--- src/rtl/fetch_pkg.sv ---
// Shared types and constants for the instruction fetch unit.
// Holds the fetch state encoding, the PC alignment mask and default widths.
package fetch_pkg;

    typedef enum logic [1:0] {
        ST_IDLE = 2'd0,
        ST_REQ  = 2'd1,
        ST_DROP = 2'd2,
        ST_HOLD = 2'd3
    } fetch_state_t;

    localparam logic [1:0] ALIGN_MASK  = 2'b11;
    localparam int         DEF_ADDR_W  = 32;
    localparam int         DEF_DATA_W  = 32;
    localparam int         DEF_TIMEOUT = 16;

endpackage

--- src/rtl/fetch_timeout_ctr.sv ---
// Saturating count of consecutive un-acked memory request cycles.
// o_hit flags the increment that reaches TIMEOUT, and stays high while saturated and still incrementing.
module fetch_timeout_ctr #(
    parameter int TIMEOUT = 16,
    parameter int CW      = $clog2(TIMEOUT + 1)
) (
    input  logic clk,
    input  logic rstn,
    input  logic i_clear,
    input  logic i_inc,
    output logic o_hit
);

    localparam logic [CW-1:0] LIMIT    = CW'(TIMEOUT);
    localparam logic [CW-1:0] LIMIT_M1 = CW'(TIMEOUT - 1);

    logic [CW-1:0] r_count;

    always_ff @(posedge clk or negedge rstn) begin
        if (!rstn) begin
            r_count <= '0;
        end else if (i_clear) begin
            r_count <= '0;
        end else if (i_inc && (r_count != LIMIT)) begin
            r_count <= r_count + 1'b1;
        end
    end

    assign o_hit = i_inc && !i_clear && (r_count >= LIMIT_M1);

endmodule

--- src/rtl/fetch_unit.sv ---
// Instruction fetch: samples the PC, reads instruction memory over req/ack and hands the word downstream.
// pc_en pulses only on downstream acceptance so the PC advances on consumption.
module fetch_unit
    import fetch_pkg::*;
#(
    parameter int ADDR_W  = DEF_ADDR_W,
    parameter int DATA_W  = DEF_DATA_W,
    parameter int TIMEOUT = DEF_TIMEOUT
) (
    input  logic              clk,
    input  logic              rstn,
    input  logic [ADDR_W-1:0] pc,
    output logic              pc_en,
    input  logic              flush,
    output logic              mem_req,
    output logic [ADDR_W-1:0] mem_addr,
    input  logic              mem_ack,
    input  logic [DATA_W-1:0] mem_rdata,
    output logic [DATA_W-1:0] instr,
    output logic [ADDR_W-1:0] instr_pc,
    output logic              instr_valid,
    input  logic              instr_ready,
    output logic              fetch_err
);

    fetch_state_t      r_state;
    logic              r_mem_req;
    logic [ADDR_W-1:0] r_mem_addr;
    logic [DATA_W-1:0] r_instr;
    logic [ADDR_W-1:0] r_instr_pc;
    logic              r_instr_valid;
    logic              r_fetch_err;
    logic              r_misal_hold;

    logic w_in_req;
    logic w_tmo_clear;
    logic w_tmo_inc;
    logic w_tmo_hit;
    logic w_misaligned;

    // Timeout window restarts whenever a request phase (REQ or DROP) is entered.
    assign w_in_req     = (r_state == ST_REQ) || (r_state == ST_DROP);
    assign w_tmo_inc    = w_in_req && !mem_ack;
    assign w_tmo_clear  = !w_in_req || ((r_state == ST_REQ) && flush && !mem_ack);
    assign w_misaligned = (pc[1:0] & ALIGN_MASK) != 2'b00;

    fetch_timeout_ctr #(
        .TIMEOUT (TIMEOUT)
    ) u_timeout (
        .clk     (clk),
        .rstn    (rstn),
        .i_clear (w_tmo_clear),
        .i_inc   (w_tmo_inc),
        .o_hit   (w_tmo_hit)
    );

    always_ff @(posedge clk or negedge rstn) begin
        if (!rstn) begin
            r_state       <= ST_IDLE;
            r_mem_req     <= 1'b0;
            r_mem_addr    <= '0;
            r_instr       <= '0;
            r_instr_pc    <= '0;
            r_instr_valid <= 1'b0;
            r_fetch_err   <= 1'b0;
            r_misal_hold  <= 1'b0;
        end else begin
            if (w_tmo_hit) begin
                r_fetch_err <= 1'b1;
            end
            case (r_state)
                ST_IDLE: begin
                    // A misaligned PC parks the unit until a redirect supplies a new one.
                    if (flush) begin
                        r_misal_hold <= 1'b0;
                    end else if (r_misal_hold) begin
                        r_state <= ST_IDLE;
                    end else if (w_misaligned) begin
                        r_fetch_err  <= 1'b1;
                        r_misal_hold <= 1'b1;
                    end else begin
                        r_mem_addr <= pc;
                        r_mem_req  <= 1'b1;
                        r_state    <= ST_REQ;
                    end
                end
                ST_REQ: begin
                    if (mem_ack) begin
                        r_mem_req <= 1'b0;
                        if (!flush) begin
                            r_instr       <= mem_rdata;
                            r_instr_pc    <= r_mem_addr;
                            r_instr_valid <= 1'b1;
                            r_state       <= ST_HOLD;
                        end else begin
                            r_state <= ST_IDLE;
                        end
                    end else if (flush) begin
                        r_state <= ST_DROP;
                    end
                end
                ST_DROP: begin
                    if (mem_ack) begin
                        r_mem_req <= 1'b0;
                        r_state   <= ST_IDLE;
                    end
                end
                ST_HOLD: begin
                    if (flush || instr_ready) begin
                        r_instr_valid <= 1'b0;
                        r_state       <= ST_IDLE;
                    end
                end
                default: begin
                    r_state <= ST_IDLE;
                end
            endcase
        end
    end

    assign pc_en       = r_instr_valid && instr_ready && !flush;
    assign mem_req     = r_mem_req;
    assign mem_addr    = r_mem_addr;
    assign instr       = r_instr;
    assign instr_pc    = r_instr_pc;
    assign instr_valid = r_instr_valid;
    assign fetch_err   = r_fetch_err;

endmodule

--- config.mk ---
export PLATFORM = sky130hd
export DESIGN_NAME = fetch_unit
export DESIGN_NICKNAME = d
export VERILOG_FILES = /design/src/rtl/fetch_pkg.sv /design/src/rtl/fetch_timeout_ctr.sv /design/src/rtl/fetch_unit.sv
export SDC_FILE = /design/constraint.sdc
export NUM_CORES = 1
export LEC_CHECK = 0
export CORE_MARGIN = 3
export CORE_UTILIZATION = 31
export DETAILED_ROUTE_END_ITERATION = 7
export PLACE_DENSITY = 0.65
export SLEW_MARGIN = 20
export SYNTH_ARGS = -nofsm -noshare
export SYNTH_HDL_FRONTEND = slang
export SYNTH_SLANG_ARGS = --single-unit
--- constraint.sdc ---
create_clock -name clk -period 3.01 [get_ports clk]
set_input_delay 0.4515 -clock clk [delete_from_list [all_inputs] [get_ports clk]]
set_output_delay 0.4515 -clock clk [all_outputs]
set_load 0.02 [all_outputs]
==> impl.org <==
** Outcome
- The flow ran to the end, and the final reports show no timing, DRC or antenna violations.

** Pwr
- The share of total power dissipated in sequential elements is 35.3%.
- Net switching is 35.0% of the power.
- Share of power burned in combinational logic :: 49.0%
- VDD sags by at most 0.440 mV.
- Total internal power :: 0.00468 W
- Of the total power, the clock network draws 15.8%.
- Summed over all nets, the switching power comes to 0.00252 W.
- P_leak :: 3.15 nW
- In this run the power density over the cells is 1070 nW/um2.

** Die
- For this configuration, the core starts out at a cell density of 31.7%.
- Die width :: 128 um
- Vertical extent of the die :: 128 um
- Row generation in the floorplan step produced 44 rows.
- In this run the standard cell core region covers 14600 um2.
- Die outline area :: 16400 um2
- 169 I/O pins were placed.

** Worst setup path
- Peak fanout along the critical path :: 9
- The worst setup path is launched from a primary input.
- Data on the critical path arrives at its endpoint at 1840 ps.
- Critical path required time :: 2560 ps
- The worst setup path is of the primary input to output port kind.
- Critical Path Sink Type :: output port

** Flow run
- Across the run, the number of max-cap violations was 0.

** STA
- Setup violations remaining at the end of the flow were counted as 0.
- Setup repair after global routing missed its margin :: no
- Total Neg Setup Slack :: 0 ps
- Final worst path period need :: 2290 ps
- The number of hold violations in the final report is 0.
- For the pin with the worst max-slew slack, the measured transition is 757 ps.
- On the final layout, the worst clock skew is 5.05 ps.
- In the finished design, the share of the clock period the worst path needs comes to 76.0%.
- Relative slew margins :: 49.5%
- Hold slack final :: 157 ps
- Highest clock frequency the design can meet :: 437 MHz
- Fin worst setup slack :: 723 ps
- The count of pins over their slew limit came to 0.

** Clock network
- Once the clock tree was built, the setup fixing pass inserted 0 buffers.
- Number of hold buffers added after cts :: 0
- In this run the deepest clock path goes through 2 buffers.
- Clock-pin slew was measured on the worst setup and hold paths at 80 ps.
- Number of gates resized after CTS :: 0
- Clock Tree Root :: sky130_fd_sc_hd__clkbuf_16
- TritonCTS built the clock tree.
- Number of buffers inserted during clock tree synthesis :: 9
- Clk Latency, worst-skew pair :: 350 ps
- For this design, the sink count on the clock tree is 107.
- Number of levels the H-tree was split into :: 3

** Cells and area
- 0 antenna diodes ended up in the layout.
- Once layout is complete, the cells apart from fillers number 643.
- Share of cells above drive strength 1 :: 22.7%
- Compared with the post-synthesis result, the final layout area differs by 46.0%.
- Post-route cell area :: 6760 um2
- After filler insertion, the fill cell instance count of the layout stands at 1270.
- At the end of the flow, the number of nets in the layout was 530.

** Synthesis
- Sequential cells were found to cover 57.8% of the synthesized design area.
- The number of nets in the synthesized netlist is 359.
- Number of instances in the synthesized netlist :: 283
- Seq cells post-synth :: 107
- During synthesis, Yosys emitted a total of 0 warnings.
- A synthesized cell averages 16.4 um2.
- The synthesized netlist contains 33 unique library cells.
- Post-Syn Area :: 4630 um2

** Hold path
- Min-Delay Path Class :: primary input to async pin

** Placed design
- Routability-driven placement finished with a final weighted congestion of 0.802.
- Pre-CTS WS :: 555 ps
- In this run, placement finished with an instance count of 627.
- Total placed instance area :: 6470 um2
- Detailed placement finished with a half-perimeter wire length of 7600 um.
- Buffers placed on the I/O ports in this run total 168.

** Route
- Once detail routing completed, the nets flagged for antenna violations numbered 0.
- In this run, the number of DRC markers left after iteration 0 of detailed routing was 97.
- Average routed wire per standard cell :: 16.4 um
- Number of optimization iterations in the first detailed-route pass :: 4
- The routed layout has 2959 vias.
- In the routed design, unresolved DRC markers number 0.
- After detailed routing, the number of vias per cell comes to 4.60.
- After detailed routing, the total wire length is 10500 um.

** GRT
- Largest net degree at the start of global routing :: 60
- Global routing used 13.1% of the available tracks.
- After global routing the overflow that remains totals 0.
- The number of antenna violations at the first check in global routing came to 0.
- The first global-routing pass estimated 16700 um of wire.
- The via count of the first global-routing pass came to 3110.
-- stage by stage --
step,total power [W],util (%)
6_report,0.00721,46.3
2_1_floorplan,0.00446,-
3_3_place_gp,0.00607,44.4
4_1_cts,0.00732,46.3
5_1_grt,0.00760,46.3
3_5_place_dp,0.00613,44.4
-- final cells by class --
cell class                 count  area, um2  area share [%]
multi-input combinational    156       1800            26.7
clock inverter                 7       60.1           0.889
tap                          184        230            3.41
inverter                       8       30.0           0.444
timing repair buffer         172       1730            25.7
sequential                   107       2680            39.6
clock buffer                   9        225            3.33
-- registers in the layout, indices dropped and copies added, names as in the netlist --
signal,count
fetch_err,1
instr,32
instr_pc,32
instr_valid,1
mem_addr,32
mem_req,1
r_misal_hold,1
r_state,2
u_timeout.r_count,5
-- worst max-delay path: stages --
cell,delay [ps]
sky130_fd_sc_hd__clkdlybuf4s50_1,590
sky130_fd_sc_hd__nor2_1,170
sky130_fd_sc_hd__clkdlybuf4s50_1,610
-- cells in the mapped netlist, drive strengths merged --
cell,count,area [um2]
o32ai,1,8.76
nor2,10,37.5
a311o,1,10.0
a31oi,1,6.26
buf,12,129
nand3,1,5.00
nand4,2,12.5
a22oi,1,7.51
xor2,2,17.5
xnor2,1,8.76
a32oi,1,8.76
a2111oi,1,15.0
nand2b,6,52.6
o21ai,4,20.0
o41ai,1,8.76
mux2,95,1360
inv,8,30.0
ha,7,87.6
nor2b,3,21.3
and3,1,6.26
and2,3,18.8
a211oi,1,7.51
dfrtp,107,2680
nand2,5,18.8
o21ba,1,10.0
nand4bb,1,11.3
a21oi,4,20.0
nor3,2,15.0
-- placed cells by master (no fill, tap or decap), types with 2 or more instances in the layout --
master / count
sky130_fd_sc_hd__clkbuf_16: 9
sky130_fd_sc_hd__nand2b_4: 2
sky130_fd_sc_hd__and2_1: 3
sky130_fd_sc_hd__buf_12: 2
sky130_fd_sc_hd__nand2b_1: 4
sky130_fd_sc_hd__nor2_1: 10
sky130_fd_sc_hd__o21ai_0: 4
sky130_fd_sc_hd__inv_1: 8
sky130_fd_sc_hd__inv_6: 2
sky130_fd_sc_hd__dfrtp_1: 107
sky130_fd_sc_hd__clkinv_4: 3
sky130_fd_sc_hd__buf_4: 3
sky130_fd_sc_hd__xor2_1: 2
sky130_fd_sc_hd__mux2_1: 18
sky130_fd_sc_hd__nor2b_1: 2
sky130_fd_sc_hd__clkdlybuf4s50_1: 167
sky130_fd_sc_hd__nand4_1: 2
sky130_fd_sc_hd__mux2_4: 77
sky130_fd_sc_hd__a21oi_1: 4
sky130_fd_sc_hd__nand2_1: 4
sky130_fd_sc_hd__ha_1: 7
-- worst paths after layout --
kind                                          start                       end  slack [ps]  depth (start not counted)
max in group asynchronous                      rstn  instr_pc[26]$_DFFE_PN0P_        2120                          2
min in group clk           instr_pc[10]$_DFFE_PN0P_  instr_pc[10]$_DFFE_PN0P_         500                          1
setup / recovery                              flush                     pc_en         720                          3
hold / removal                                 rstn     instr[16]$_DFFE_PN0P_         160                          1
setup reg to reg             r_state[0]$_DFFE_PN0P_  mem_addr[28]$_DFFE_PN0P_        1030                          5
hold reg to reg            instr_pc[10]$_DFFE_PN0P_  instr_pc[10]$_DFFE_PN0P_         500                          1
-- power by group through the flow --
stage,Sequential [W],Combinational (W),Clock (W)
floorplan,0.00326,0.00120,0
global placement,0.00254,0.00352,0
detailed placement,0.00256,0.00357,0
CTS,0.00255,0.00358,0.00119
global route,0.00264,0.00372,0.00124
finish,0.00254,0.00353,0.00114
-- metal layers --
metal / vias up / part of all wire (%) / global-route usage (%)
met3: 12 / 6.7 / 4.08
met1: 1510 / 44 / 16.5
li1: 1331 / - / -
met5: - / 0 / 0
met4: 0 / 1.5 / 4.87
met2: 106 / 48 / 21.1
-- cells by family after synthesis --
logic type | synth area share, %
adders and majority gates | 1.89
DFF | 57.8
xor gates and xnor gates | 0.568
and+or+nand+nor | 4.30
AOI/OAI and AO/OA | 2.65
muxes | 29.3
buffers and inverters | 3.43
No activity file was read; power rests on OpenSTA's default activity.
